### src/rtl/arith_pkg.sv
// Shared arithmetic-block definitions: divider FSM encoding and counter sizing.
package arith_pkg;

   localparam int DEFAULT_WIDTH = 8;

   typedef enum logic [1:0] {
      IDLE = 2'd0,
      CALC = 2'd1,
      SIGN = 2'd2
   } div_state_t;

   // Iteration counter must hold 0..WIDTH.
   function automatic int cnt_width(input int width);
      return $clog2(width + 1);
   endfunction

endpackage

### src/rtl/seq_signed_divider_if.sv
// Operand/result bus of the sequential signed divider.
// Optional div_zero signal exists only with SEQ_DIV_DBZ_FLAG_EN defined.
interface seq_signed_divider_if #(
   parameter int WIDTH = 8
) ();

   // Handshake: start is taken at a rising edge only while ready==1; ready drops
   // on the next cycle and rises again when quotient/remainder hold the new result.
   logic [WIDTH-1:0] dividend;
   logic [WIDTH-1:0] divisor;
   logic             start;
   logic [WIDTH-1:0] quotient;
   logic [WIDTH-1:0] remainder;
   logic             ready;
`ifdef SEQ_DIV_DBZ_FLAG_EN
   logic             div_zero;
`endif

   modport master (
      output dividend, divisor, start,
      input  quotient, remainder, ready
`ifdef SEQ_DIV_DBZ_FLAG_EN
      , input div_zero
`endif
   );

   modport slave (
      input  dividend, divisor, start,
      output quotient, remainder, ready
`ifdef SEQ_DIV_DBZ_FLAG_EN
      , output div_zero
`endif
   );

endinterface

### src/rtl/div_restore_step.sv
// One radix-2 restoring iteration: shift in a dividend bit, trial subtract, restore.
module div_restore_step #(
   parameter int WIDTH = 8
) (
   input  logic [WIDTH-1:0] i_rem,
   input  logic             i_bit,
   input  logic [WIDTH:0]   i_dvs,
   output logic [WIDTH-1:0] o_rem,
   output logic             o_qbit
);

   logic [WIDTH:0]   w_shift;
   logic [WIDTH-1:0] w_diff;

   assign w_shift = {i_rem, i_bit};
   assign o_qbit  = (w_shift >= i_dvs);
   // The partial remainder stays below |divisor| <= 2^(WIDTH-1), so WIDTH bits suffice.
   assign w_diff  = w_shift[WIDTH-1:0] - i_dvs[WIDTH-1:0];
   assign o_rem   = o_qbit ? w_diff : w_shift[WIDTH-1:0];

endmodule

### src/rtl/seq_signed_divider.sv
// Sequential signed divider, one quotient bit per clock, truncating toward zero.
// Optional SEQ_DIV_DBZ_FLAG_EN adds the registered div_zero indication.
module seq_signed_divider
   import arith_pkg::*;
#(
   parameter int WIDTH = DEFAULT_WIDTH
) (
   input  logic               clk,
   input  logic               rst,
   seq_signed_divider_if.slave div_if,
   output div_state_t         o_dbg_state
);

   localparam int CNT_W = cnt_width(WIDTH);

   div_state_t        r_state;
   logic [CNT_W-1:0]  r_cnt;
   logic [WIDTH-1:0]  r_rem;
   logic [WIDTH-1:0]  r_quo;
   logic [WIDTH:0]    r_dvs;
   logic [WIDTH-1:0]  r_dvd;
   logic              r_neg_q;
   logic              r_neg_r;
   logic              r_dbz;
   logic [WIDTH-1:0]  r_quotient;
   logic [WIDTH-1:0]  r_remainder;
   logic              r_ready;
   logic              r_div_zero;

   logic [WIDTH:0]    w_dvs_ext;
   logic [WIDTH:0]    w_dvs_mag;
   logic [WIDTH-1:0]  w_dvd_mag;
   logic [WIDTH-1:0]  w_rem_next;
   logic              w_qbit;

   // |-2^(WIDTH-1)| still fits WIDTH bits when read as unsigned.
   assign w_dvd_mag = div_if.dividend[WIDTH-1] ? -div_if.dividend : div_if.dividend;
   assign w_dvs_ext = {div_if.divisor[WIDTH-1], div_if.divisor};
   assign w_dvs_mag = w_dvs_ext[WIDTH] ? -w_dvs_ext : w_dvs_ext;

   div_restore_step #(.WIDTH(WIDTH)) u_step (
      .i_rem  (r_rem),
      .i_bit  (r_quo[WIDTH-1]),
      .i_dvs  (r_dvs),
      .o_rem  (w_rem_next),
      .o_qbit (w_qbit)
   );

   always_ff @(posedge clk) begin
      if (rst) begin
         r_state     <= IDLE;
         r_cnt       <= '0;
         r_rem       <= '0;
         r_quo       <= '0;
         r_dvs       <= '0;
         r_dvd       <= '0;
         r_neg_q     <= 1'b0;
         r_neg_r     <= 1'b0;
         r_dbz       <= 1'b0;
         r_quotient  <= '0;
         r_remainder <= '0;
         r_ready     <= 1'b1;
         r_div_zero  <= 1'b0;
      end else begin
         case (r_state)
            IDLE: begin
               if (div_if.start) begin
                  r_state <= CALC;
                  r_ready <= 1'b0;
                  r_cnt   <= '0;
                  r_rem   <= '0;
                  r_quo   <= w_dvd_mag;
                  r_dvs   <= w_dvs_mag;
                  r_dvd   <= div_if.dividend;
                  r_neg_q <= div_if.dividend[WIDTH-1] ^ div_if.divisor[WIDTH-1];
                  r_neg_r <= div_if.dividend[WIDTH-1];
                  r_dbz   <= (div_if.divisor == '0);
               end
            end
            CALC: begin
               // Quotient bits replace dividend bits as they shift out of r_quo.
               r_rem <= w_rem_next;
               r_quo <= {r_quo[WIDTH-2:0], w_qbit};
               r_cnt <= r_cnt + CNT_W'(1);
               if (r_cnt == CNT_W'(WIDTH - 1)) begin
                  r_state <= SIGN;
               end
            end
            SIGN: begin
               r_quotient  <= r_dbz ? '1    : (r_neg_q ? -r_quo : r_quo);
               r_remainder <= r_dbz ? r_dvd : (r_neg_r ? -r_rem : r_rem);
               r_div_zero  <= r_dbz;
               r_ready     <= 1'b1;
               r_state     <= IDLE;
            end
            default: begin
               r_state <= IDLE;
               r_ready <= 1'b1;
            end
         endcase
      end
   end

   assign div_if.quotient  = r_quotient;
   assign div_if.remainder = r_remainder;
   assign div_if.ready     = r_ready;
   assign o_dbg_state      = r_state;
`ifdef SEQ_DIV_DBZ_FLAG_EN
   assign div_if.div_zero  = r_div_zero;
`else
   logic w_unused_dbz;
   assign w_unused_dbz = r_div_zero;
`endif

endmodule
### src/flat_wrapper.sv
// flat-port wrapper written by rule: the top's interface ports become plain ports
module seq_signed_divider_flat import arith_pkg::*;
#(
   parameter int WIDTH = DEFAULT_WIDTH
)
  (clk, rst, o_dbg_state, div_if_dividend, div_if_divisor, div_if_start, div_if_quotient, div_if_remainder, div_if_ready);
  seq_signed_divider_if #(.WIDTH(WIDTH)) div_if_i ();
  input  logic clk;
  input  logic rst;
  output div_state_t o_dbg_state;
  input wire logic [$bits(div_if_i.dividend)-1:0] div_if_dividend;
  input wire logic [$bits(div_if_i.divisor)-1:0] div_if_divisor;
  input wire logic [$bits(div_if_i.start)-1:0] div_if_start;
  output wire logic [$bits(div_if_i.quotient)-1:0] div_if_quotient;
  output wire logic [$bits(div_if_i.remainder)-1:0] div_if_remainder;
  output wire logic [$bits(div_if_i.ready)-1:0] div_if_ready;
  assign div_if_i.dividend = div_if_dividend;
  assign div_if_i.divisor = div_if_divisor;
  assign div_if_i.start = div_if_start;
  assign div_if_quotient = div_if_i.quotient;
  assign div_if_remainder = div_if_i.remainder;
  assign div_if_ready = div_if_i.ready;
  seq_signed_divider #(.WIDTH(WIDTH)) u_core (.clk(clk), .rst(rst), .div_if(div_if_i), .o_dbg_state(o_dbg_state));
endmodule
### config.mk
export PLATFORM = sky130hd
export DESIGN_NAME = seq_signed_divider_flat
export DESIGN_NICKNAME = d
export VERILOG_FILES = /design/src/rtl/arith_pkg.sv /design/src/rtl/seq_signed_divider_if.sv /design/src/rtl/div_restore_step.sv /design/src/rtl/seq_signed_divider.sv /design/src/flat_wrapper.sv
export SDC_FILE = /design/constraint.sdc
export NUM_CORES = 1
export LEC_CHECK = 0
export CORE_MARGIN = 10
export CORE_UTILIZATION = 56
export DETAILED_ROUTE_END_ITERATION = 16
export DONT_BUFFER_PORTS = 1
export HOLD_SLACK_MARGIN = 0.05
export PLACE_DENSITY = 0.73
export SLEW_MARGIN = 20
export SYNTH_ARGS = -nofsm -noshare
export SYNTH_HDL_FRONTEND = slang
export SYNTH_SLANG_ARGS = --single-unit
### constraint.sdc
create_clock -name clk -period 5 [get_ports clk]
set_clock_uncertainty 0.05 [all_clocks]
set_input_delay 1 -clock clk [delete_from_list [all_inputs] [get_ports clk]]
set_output_delay 1 -clock clk [all_outputs]
set_load 0.02 [all_outputs]
# Word-level counts from Yosys, hierarchy flattened
# Cells that the tools add are included.
# W data, S select, Z words.
[word_totals]
ff_bits = 59
in_bits = 19
word_cells = 51
[classes]
n_addsub = 6
order_cmp = 1
eq_ne = 5
mux = 18
n_bitwise = 2
reduce_logical = 7
[op_table]
columns = ["operator", "count"]
rows = [
  ["$mux W8", 8],
  ["$pmux W8 S2", 2],
  ["$neg A8 Y8", 3],
  ["$ge A9 B9 Y1", 1],
  ["$mux W9", 1],
  ["$neg A9 Y9", 1],
  ["$logic_not A8 Y1", 1],
  ["$pmux W4 S2", 1],
  ["$reduce_and A2 Y1", 4],
  ["$sub A8 B8 Y8", 1],
  ["$add A4 B1 Y4 const B", 1],
  ["$eq A4 B3 Y1 const B", 1],
  ["$mux W2", 2],
  ["$mux W4", 1],
  ["$pmux W2 S2", 1],
  ["$eq A2 B1 Y1 const B", 1],
  ["$eq A2 B2 Y1 const B", 1],
  ["$logic_not A2 Y1", 1],
  ["$ne A2 B1 Y1 const B", 1],
  ["$ne A2 B2 Y1 const B", 1],
  ["$pmux W1 S2", 1],
  ["$reduce_bool A2 Y1", 1],
  ["$mux W1", 1],
  ["$not A1 Y1", 1],
  ["$xor A1 B1 Y1", 1],
]

# Longest topological paths before layout
# Gate-level depths: netlist of the first run.
[logic_depth]
depth_word = 4
depth_mapped = 9
mapped_depth_nobuf = 9

# Modules after synthesis
# Synthesis of the first run repeated with hierarchy kept, for this count alone.
[unflattened]
hier_cells = 387
hier_area_um2 = 3238.1
[by_module_without_submodules]
columns = ["module", "n_inst", "cells_each", "area_per_inst_um2", "seq_area_each_um2"]
rows = [
  ["seq_signed_divider", 1, 318, 2720.1, 1161.1],
  ["div_restore_step", 1, 69, 518.0, 0.0],
]

# Worst setup path before layout of the first run
# OpenSTA, ideal clock, no wires.
[synth_timing]
path_kind = "input -> register"
start = "in div_if_dividend[1]"
end = "reg u_core.r_quo[6]"
setup_time_ps = 128
arrival_time_ps = 2166
setup_slack_ps = 2657
path_stages = 7
path_buffers = 0
cell_sequence = "inv_1 -> ha_1 -> or3b_1 -> o31ai_1 -> xnor2_1 -> a222oi_1 -> nor2_1"
[synth_between]
elab_chain_cells = 4
[synth_rtl]
columns = ["element", "line", "rtl"]
rows = [
  ["start: declaration", "flat_wrapper.sv:11", "input wire logic [$bits(div_if_i.dividend)-1:0] div_if_dividend;"],
  ["$neg A8 Y8", "seq_signed_divider.sv:37", "assign w_dvd_mag = div_if.dividend[WIDTH-1] ? -div_if.dividend : div_if.dividend;"],
  ["$mux W8", "seq_signed_divider.sv:37", ""],
  ["$mux W8", "seq_signed_divider.sv:67", "if (div_if.start) begin"],
  ["$pmux W8 S2", "seq_signed_divider.sv:65", "case (r_state)"],
  ["end signal: assignment", "seq_signed_divider.sv:72", "r_quo <= w_dvd_mag;"],
  ["end signal: assignment", "seq_signed_divider.sv:83", "r_quo <= {r_quo[WIDTH-2:0], w_qbit};"],
  ["end: declaration", "seq_signed_divider.sv:19", "logic [WIDTH-1:0] r_quo;"],
]
# Every way passes these cells. The select of a mux whose other input is x is not followed.
# A chain may end at the register's enable or synchronous reset.

# Worst setup path in the final report of the first run
[layout_timing]
start = "reg u_core.r_rem[1]"
end = "reg u_core.r_rem[1]"
[layout_between]
elab_chain_cells = 3
[layout_rtl]
columns = ["element", "line", "rtl"]
rows = [
  ["start: declaration", "seq_signed_divider.sv:18", "logic [WIDTH-1:0] r_rem;"],
  ["start signal: assignment", "seq_signed_divider.sv:82", "r_rem <= w_rem_next;"],
  ["$ge A9 B9 Y1", "div_restore_step.sv:16", "assign o_qbit = (w_shift >= i_dvs);"],
  ["$mux W8", "div_restore_step.sv:19", "assign o_rem = o_qbit ? w_diff : w_shift[WIDTH-1:0];"],
  ["$pmux W8 S2", "seq_signed_divider.sv:65", ""],
]
# Every way passes these cells.

==> flow_summary.ini, run 1 <==
[global_route]
grt_pass1_wl_um = 12600
grt_max_degree = 53
grt_util_all_layers = 0.156
antenna_found_initial = 0
grt.overflow.total = 0
grt_pass1_vias = 2614

[synth]
synth-edff-count = 0
syn-num-nets = 448
synth-xor-area-share = 0.0658
synth_top_family_by_area = simple AND/OR/NAND/NOR gates
synth_fa_ha_area_frac = 0.0586
synth_compound_area_frac = 0.226
synth-warning-count = 0
yosys.area_share.simple = 0.228
synth-seq-cells = 58
synth_flop_cell = dfxtp_1
yosysSeqAreaShare = 0.349
async_flop_share = 0
synthesis.area_um2 = 3330
avgSynthCellArea_um2 = 8.04
muxShareOfSynthArea = 0.0120
syn_inst = 414
ys_types = 56

[power_and_ir_drop]
ir_drop_v = 0.000257
p_per_area_nw_per_um2 = 356
power.total_mw = 1.27
power_leakage_nw = 1.29

[placed_design]
hpwlAfterDp_um = 5420
port-buffer-count = 0
globalplace.congestion = 0.884
place_area_um2 = 3320

[cells_and_area]
final_area_um2 = 3560
final_util = 0.609
regArea_um2 = 1160
final_layout_size_suffix_gt1_frac = 0.0690
n_fill_cell = 541
multi_input_area_um2 = 1960
diodes = 0
nets = 435
area.growth.synth_to_final_pct = 7.03

[timing]
fin_crit_ns = 2.27
setup_violations = 0
relSlewSlack = 0.316
tightest_slew_ns = 1.03
slew_violations = 0
tns_ns = 0
hold_viol_final = 0
finalCritPeriodShare = 0.455
rsz0062_at_grt = false
fmax_ghz = 0.440

[drt]
routed_wl_um = 7460
detail_route.first_pass.iterations = 6
drc = 0
via_count = 2840
wl_per_cell_um = 15.5
via_per_inst = 5.90
ant_nets = 0
drtIter0Drc = 196

[setup_path]
startpoint = u_core.r_rem[1]$_SDFFE_PP0P_
crit_required_ns = 5.17
path_cells = ha_1, a21oi_4, o21a_1, o31ai_4, or2_1, a311o_1
slowest_delay_ns = 0.48
crit_slowest_cell = dfxtp_1
crit_path_max_fanout = 9
worstPathArrival_ns = 2.45
worst-setup-path-type = register to register
rrSetupSlack_ns = 2.73
reg2reg_depth = 6
cp-end-kind = register
worstSetupStartpointType = register
r2r-start = u_core.r_rem[1]$_SDFFE_PP0P_

[clock_network]
cts_resized = 0
path_clk_slew_ns = 0.07
cts_tree = built
cts_setup_buffers = 0
h-tree-depth = 3
cts_sinks = 58
insertion_delay_ns = 0.33
cts_made_buffers = 9
clk_path_buf_depth = 2
cts_root_buffer = clkbuf_8
cts_hold_buf = 0

[floorplanning]
die_w_um = 97.1
rows = 28
die_h_um = 97.1
io_pins = 38
start_util = 0.569
core_area_um2 = 5850
dieArea_um2 = 9430

[min_path]
min-delay-start = u_core.r_dvd[4]$_SDFFE_PP0P_
hold_depth = 2
hold_class = register to register

[flow_run]
maxCapViolCount = 0

[status]
outcome = finished, final reports clean
==> placed cells by master (no fill, tap or decap), types with 11 or more instances in the layout <==
cell	synthesis	final
o21ai_0	14	14
dfxtp_1	58	58
a211oi_1	13	13
inv_1	24	24
o211ai_1	14	14
clkbuf_8	0	12
a21oi_1	27	27
xnor2_1	17	17
ha_1	14	14
nor3_1	11	11
nand2_1	58	58
nor2_1	38	38
==> stage by stage <==
step	hold WS, ns	cells	setup slack, ns
after floorplan	0.380	414	2.66
after global placement	0.384	465	2.62
after detailed placement	0.391	465	2.49
after CTS	0.401	481	2.76
after global routing	0.411	481	2.59
final	0.399	481	2.73
==> worst max-delay path: cells and delay by family, from the launching register on <==
| kind | cells | cell delay [ns] |
|---|---|---|
| AO/OA/AOI/OAI | 4 | 0.91 |
| adder cells (fa/ha/maj) | 1 | 0.37 |
| flip-flops | 1 | 0.48 |
| AND/OR/NAND/NOR | 1 | 0.35 |
==> cell families (layout without fill, tap and decap cells) <==
group | Yosys count | after routing
AND/OR/NAND/NOR | 156 | 156
AO/OA/AOI/OAI | 106 | 106
flip-flops | 58 | 58
buffers and inverters | 50 | 42
XOR/XNOR | 25 | 25
adder cells (fa/ha/maj) | 15 | 15
multiplexers | 4 | 4
==> report_power, final <==
| part | switching, mW | internal, mW |
|---|---|---|
| Sequential | 0.0291 | 0.485 |
| Clock | 0.188 | 0.321 |
| Combinational | 0.141 | 0.105 |
==> final timing paths <==
check                                 endpoint
setup reg to reg  u_core.r_rem[1]$_SDFFE_PP0P_
hold reg to reg   u_core.r_dvd[4]$_SDFFE_PP0P_
hold / removal    u_core.r_dvd[4]$_SDFFE_PP0P_
setup / recovery  u_core.r_rem[1]$_SDFFE_PP0P_
==> final cells by class <==
| type | instances | area share |
|---|---|---|
| clock inverters | 4 | 0.0204 |
| multi-input cells | 306 | 0.551 |
| clock buffers | 12 | 0.0464 |
| flip-flops and latches | 58 | 0.326 |
| inverters | 24 | 0.0253 |
| repair buffers | 2 | 0.00421 |
| well taps | 75 | 0.0263 |
==> sequential cells by signal (all words and copies together) (netlist names) <==
name / flops
u_core.div_if.quotient: 8
u_core.r_neg_q: 1
u_core.div_if.ready: 1
u_core.r_quo: 8
u_core.o_dbg_state: 2
u_core.div_if.remainder: 8
u_core.r_rem: 8
u_core.r_dvd: 7
u_core.r_dvs: 9
u_core.r_cnt: 4
u_core.r_dbz: 1
u_core.r_neg_r: 1
==> synthesized netlist by cell type (2+ instances only) <==
library cell | n | area [um2]
dfxtp_1 | 58 | 1160
nand2_1 | 58 | 218
nor2_1 | 38 | 143
a21oi_1 | 27 | 135
inv_1 | 24 | 90.1
clkbuf_1 | 21 | 78.8
xnor2_1 | 17 | 149
ha_1 | 14 | 175
o211ai_1 | 14 | 105
o21ai_0 | 14 | 70.1
a211oi_1 | 13 | 97.6
nor3_1 | 11 | 55.1
nand2b_1 | 8 | 50.1
nand3b_1 | 8 | 60.1
o31ai_1 | 8 | 60.1
xor2_1 | 8 | 70.1
nor2b_1 | 6 | 37.5
a222oi_1 | 5 | 50.1
mux2i_1 | 4 | 40.0
nand4_1 | 4 | 25.0
buf_1 | 3 | 11.3
nor4_1 | 3 | 18.8
o21bai_1 | 3 | 22.5
a21boi_0 | 2 | 15.0
a21oi_2 | 2 | 17.5
a22oi_1 | 2 | 15.0
a31oi_1 | 2 | 12.5
and2_1 | 2 | 12.5
and3b_1 | 2 | 17.5
buf_6 | 2 | 22.5
nand3_1 | 2 | 10.0
nor3b_1 | 2 | 15.0
nor4b_1 | 2 | 17.5
or2_2 | 2 | 12.5
or4_1 | 2 | 15.0
==> routing by layer <==
layer  global-route usage  part of all wire  vias to the layer above
met4               0.0465             0.015                        0
met3               0.0626             0.077                       14
met5                    0                 0                        -
met1                0.198              0.46                     1298
met2                0.237              0.44                       93
li1                     -                 -                     1435
Note: power is estimated with default switching activity, not from simulation.
==> inputs of run 2 (changes only) <==
Clock period 5 ns to 2.1 ns, I/O delays scaled along.
==> flow_summary.ini, run 2 (synthesized netlist as in run 1, its figures left out) <==
[clock_network]
cts_tree = built
cts_made_buffers = 9
insertion_delay_ns = 0.34
h-tree-depth = 3
cts_hold_buf = 0
path_clk_slew_ns = 0.06
cts_sinks = 58
cts_root_buffer = clkbuf_8
clk_path_buf_depth = 2

[floorplanning]
die_h_um = 97.1
die_w_um = 97.1
dieArea_um2 = 9430
rows = 28
io_pins = 38
start_util = 0.569
core_area_um2 = 5850

[drt]
drc = 0
wl_per_cell_um = 15.4
drtIter0Drc = 209
detail_route.first_pass.iterations = 5
via_per_inst = 5.80
routed_wl_um = 7740
via_count = 2911
ant_nets = 0

[setup_path]
rr_endpoint = u_core.r_rem[1]$_SDFFE_PP0P_
worstSetupStartpointType = register
slowest_delay_ns = 0.39
crit_buf_inv = 1
crit_path_max_fanout = 7
rrSetupSlack_ns = 0.07
worstPathArrival_ns = 2.21
reg2reg_depth = 7
cp-end-kind = register
worst-setup-path-type = register to register
crit_required_ns = 2.28
crit_slowest_cell = ha_1
path_cells = inv_1, ha_1, a21oi_4, o21a_1, o31ai_4, or2_4, a311o_1
crit_family = compound AO/OA/AOI/OAI gates
r2r-start = u_core.r_dvs[2]$_SDFFE_PP0P_

[global_route]
grt_pass1_vias = 2669
antenna_found_initial = 0
grt.overflow.total = 0
grt_max_degree = 53
grt_pass1_wl_um = 13100
grt_util_all_layers = 0.164

[cells_and_area]
n_fill_cell = 510
most-common-layout-cells = nand2_1 (58), dfxtp_1 (58), nor2_1 (38)
diodes = 0
nets = 456
regArea_um2 = 1160
layout.cells.non_filler = 502
final_layout_size_suffix_gt1_frac = 0.129
final_util = 0.638
regMostFlops = u_core.r_dvs
area.growth.synth_to_final_pct = 12.1
largest_reg_flops = 9
multi_input_area_um2 = 1990
final_area_um2 = 3730

[power_and_ir_drop]
p_int_mw = 2.17
p_switching_mw = 0.875
power.total_mw = 3.04
sw_frac_of_total = 0.287
pwr-share-comb = 0.227
power_leakage_nw = 1.39
ir_drop_v = 0.000655
clockPowerShare = 0.375
p_per_area_nw_per_um2 = 816
seqPwrFrac = 0.398

[placed_design]
hpwlAfterDp_um = 5840
numPlacedInstances = 485
globalplace.congestion = 0.867
pre_cts_slack_ns = 0.0261
place_area_um2 = 3470
port-buffer-count = 0

[min_path]
min_to = u_core.r_cnt[3]$_SDFFE_PP0P_
hold_class = input pin to register
min-delay-start = rst
hold_depth = 1

[timing]
finalCritPeriodShare = 0.967
slew_violations = 0
tightest_slew_ns = 0.689
fin_crit_ns = 2.03
hold_viol_final = 0
fmax_ghz = 0.492
setup_violations = 0
layout_setup_ws_ns = 0.0684
relSlewSlack = 0.540

[flow_run]
maxCapViolCount = 0

[status]
outcome = finished, final reports clean
[run 2: layout make-up]
class / count / share of cell area
multi-input combinational: 306 / 0.534
sequential: 58 / 0.311
timing repair buffer: 23 / 0.0463
clock buffer: 11 / 0.0379
tap: 75 / 0.0252
inverter: 24 / 0.0242
clock inverter: 5 / 0.0208
[run 2: layer usage]
metal	share of wire	global-route usage	up-vias
li1	-	-	1479
met1	0.47	0.210	1346
met2	0.45	0.249	76
met3	0.067	0.0555	10
met4	0.012	0.0545	0
met5	0	0	-
[run 2: repair_timing]
action	4_1_cts	5_1_grt
endpoints found under the hold margin	0	0
resized for setup	0	7
buffers inserted	0	1
setup endpoints to repair	0	8
[run 2: through the flow]
step | setup TNS [ns] | hold WS [ns]
after floorplan | 0 | 0.380
after global placement | 0 | 0.383
after detailed placement | 0 | 0.387
after CTS | 0 | 0.0831
after global routing | -0.00591 | 0.0755
final | 0 | 0.0934
[run 2: power groups by stage]
stage	logic (mW)	clock network, mW	registers, mW
6_report	0.691	1.14	1.21
5_1_grt	0.761	1.20	1.22
4_1_cts	0.650	1.16	1.21
3_5_place_dp	0.648	0	1.23
3_3_place_gp	0.636	0	1.23
2_1_floorplan	0.540	0	1.22
[run 2: how the worst max path moves through the flow]
stage	startpoint	to	slack, ns	cells after the start
floorplan	u_core.r_rem[3]$_SDFFE_PP0P_	u_core.r_rem[1]$_SDFFE_PP0P_	0.06	8
global placement	u_core.r_dvs[2]$_SDFFE_PP0P_	u_core.r_rem[1]$_SDFFE_PP0P_	0.07	7
detailed placement	u_core.r_dvs[2]$_SDFFE_PP0P_	u_core.r_rem[1]$_SDFFE_PP0P_	0.03	7
CTS	u_core.r_dvs[2]$_SDFFE_PP0P_	u_core.r_rem[1]$_SDFFE_PP0P_	0.02	7
global route	u_core.r_dvs[2]$_SDFFE_PP0P_	u_core.r_rem[1]$_SDFFE_PP0P_	-0.006	7
finish	u_core.r_dvs[2]$_SDFFE_PP0P_	u_core.r_rem[1]$_SDFFE_PP0P_	0.07	7
==> inputs of run 3 (changes only) <==
Clock period 2.1 ns to 1.9 ns, I/O delays scaled along.
==> flow_summary.ini, run 3 (synthesized netlist as in run 1, its figures left out) <==
[drt]
routed_wl_um = 8280
wl_per_cell_um = 16.2
via_count = 2980
drc = 0
drtIter0Drc = 250
ant_nets = 0
detail_route.first_pass.iterations = 5
via_per_inst = 5.83

[timing]
relSlewSlack = 0.554
layout_setup_ws_ns = 0.0134
setup_violations = 0
rsz0062_at_grt = true
fin_crit_ns = 1.89
fmax_ghz = 0.530
slew_violations = 0
hold_viol_final = 0
finalCritPeriodShare = 0.993
tightest_slew_ns = 0.667
tns_ns = 0
timing.hold.ws_ns = 0.0601

[placed_design]
port-buffer-count = 0
globalplace.congestion = 0.848
hpwlAfterDp_um = 5860
pre_cts_slack_ns = -0.202

[setup_path]
r2r-start = u_core.r_dvs[5]$_SDFFE_PP0P_
startpoint = u_core.r_dvs[5]$_SDFFE_PP0P_
slowest_delay_ns = 0.33
cp-endpoint = u_core.r_rem[7]$_SDFFE_PP0P_
cp-end-kind = register
path_cells = inv_1, ha_4, nand4_1, buf_4, o311ai_2, nor4b_4, nand3b_1, a22o_1
crit_path_max_fanout = 9
reg2reg_depth = 8
crit_slowest_cell = dfxtp_1
crit_required_ns = 2.13
worstSetupStartpointType = register
rrSetupSlack_ns = 0.01
rr_endpoint = u_core.r_rem[7]$_SDFFE_PP0P_
worstPathArrival_ns = 2.11
worst-setup-path-type = register to register

[min_path]
hold_class = input pin to register

[clock_network]
cts_made_buffers = 9
cts_root_buffer = clkbuf_8
cts_sinks = 58
cts_tree = built
clk_path_buf_depth = 2
h-tree-depth = 3
path_clk_slew_ns = 0.07
insertion_delay_ns = 0.33

[global_route]
grt_max_degree = 44
grt_pass1_wl_um = 13600
grt_util_all_layers = 0.167
antenna_found_initial = 0
grt_pass1_vias = 2847
grt.overflow.total = 0

[cells_and_area]
largest_reg_flops = 9
n_fill_cell = 473
area.growth.synth_to_final_pct = 18.5
diodes = 0
most-common-layout-cells = nand2_1 (57), dfxtp_1 (51), nor2_1 (38)
nets = 465
final_layout_size_suffix_gt1_frac = 0.190
final_common_cell = nand2_1
regMostFlops = u_core.r_dvs

[floorplanning]
start_util = 0.569
dieArea_um2 = 9430
die_w_um = 97.1
die_h_um = 97.1
rows = 28
io_pins = 38
core_area_um2 = 5850

[flow_run]
maxCapViolCount = 0

[power_and_ir_drop]
power_leakage_nw = 1.45
power.total_mw = 3.54
p_per_area_nw_per_um2 = 898
ir_drop_v = 0.000554

[status]
outcome = finished, final reports clean
==> run 3: cell type report <==
type,instances,area [um2],share of cell area
clock buffers,9,124,0.0314
clock inverters,7,101,0.0257
inverters,24,90.1,0.0228
multi-input cells,306,2110,0.535
flip-flops and latches,58,1170,0.298
well taps,75,93.8,0.0238
repair buffers,32,249,0.0631
==> run 3: power by group <==
group,switching [mW],internal [mW]
clock network,0.543,0.749
logic,0.471,0.436
registers,0.0651,1.28
total,1.08,2.46
==> run 3: worst min path at each step <==
stage / from / end / slack (ns) / cells after the start
after global placement: u_core.r_dvd[4]$_SDFFE_PP0P_ / u_core.r_dvd[4]$_SDFFE_PP0P_ / 0.38 / 2
after floorplan: u_core.r_dvs[8]$_SDFFE_PP0P_ / u_core.r_dvs[8]$_SDFFE_PP0P_ / 0.38 / 2
after CTS: rst / u_core.r_quo[1]$_SDFFE_PP0P_ / 0.05 / 1
final: rst / u_core.r_dvs[4]$_SDFFE_PP0P_ / 0.06 / 1
after detailed placement: u_core.r_dvd[6]$_SDFFE_PP0P_ / u_core.r_dvd[6]$_SDFFE_PP0P_ / 0.39 / 2
after global routing: rst / u_core.r_dvd[1]$_SDFFE_PP0P_ / 0.05 / 1
==> run 3: critical path: cells and delay by family (launching register included) <==
kind	cells	cell delay, ns
flops	1	0.33
compound gates	2	0.42
simple gates	3	0.51
buf+inv	2	0.23
fa+ha+maj	1	0.30
==> run 3: what timing repair did <==
item                                    in CTS  in global routing
resized for setup                           10                 15
gates cloned                                 0                  0
hold buffers                                 2                  0
endpoints found under the setup margin       7                  9
buffers inserted                             1                  2
pin swaps                                    8                  4
endpoints found under the hold margin       10                  0
==> run 3: per-stage QoR <==
step,util,std cells,area [um2]
6_report,0.674,511,3940
5_1_grt,0.674,511,3940
4_1_cts,0.660,509,3860
3_5_place_dp,0.611,490,3580
3_3_place_gp,0.611,490,3580
2_1_floorplan,-,414,3390
==> run 3: layer usage <==
layer	global-route usage	vias up	share of wire
met4	0.0568	0	0.023
met1	0.209	1385	0.45
met3	0.0491	21	0.064
met5	0	-	0
li1	-	1489	-
met2	0.267	85	0.46
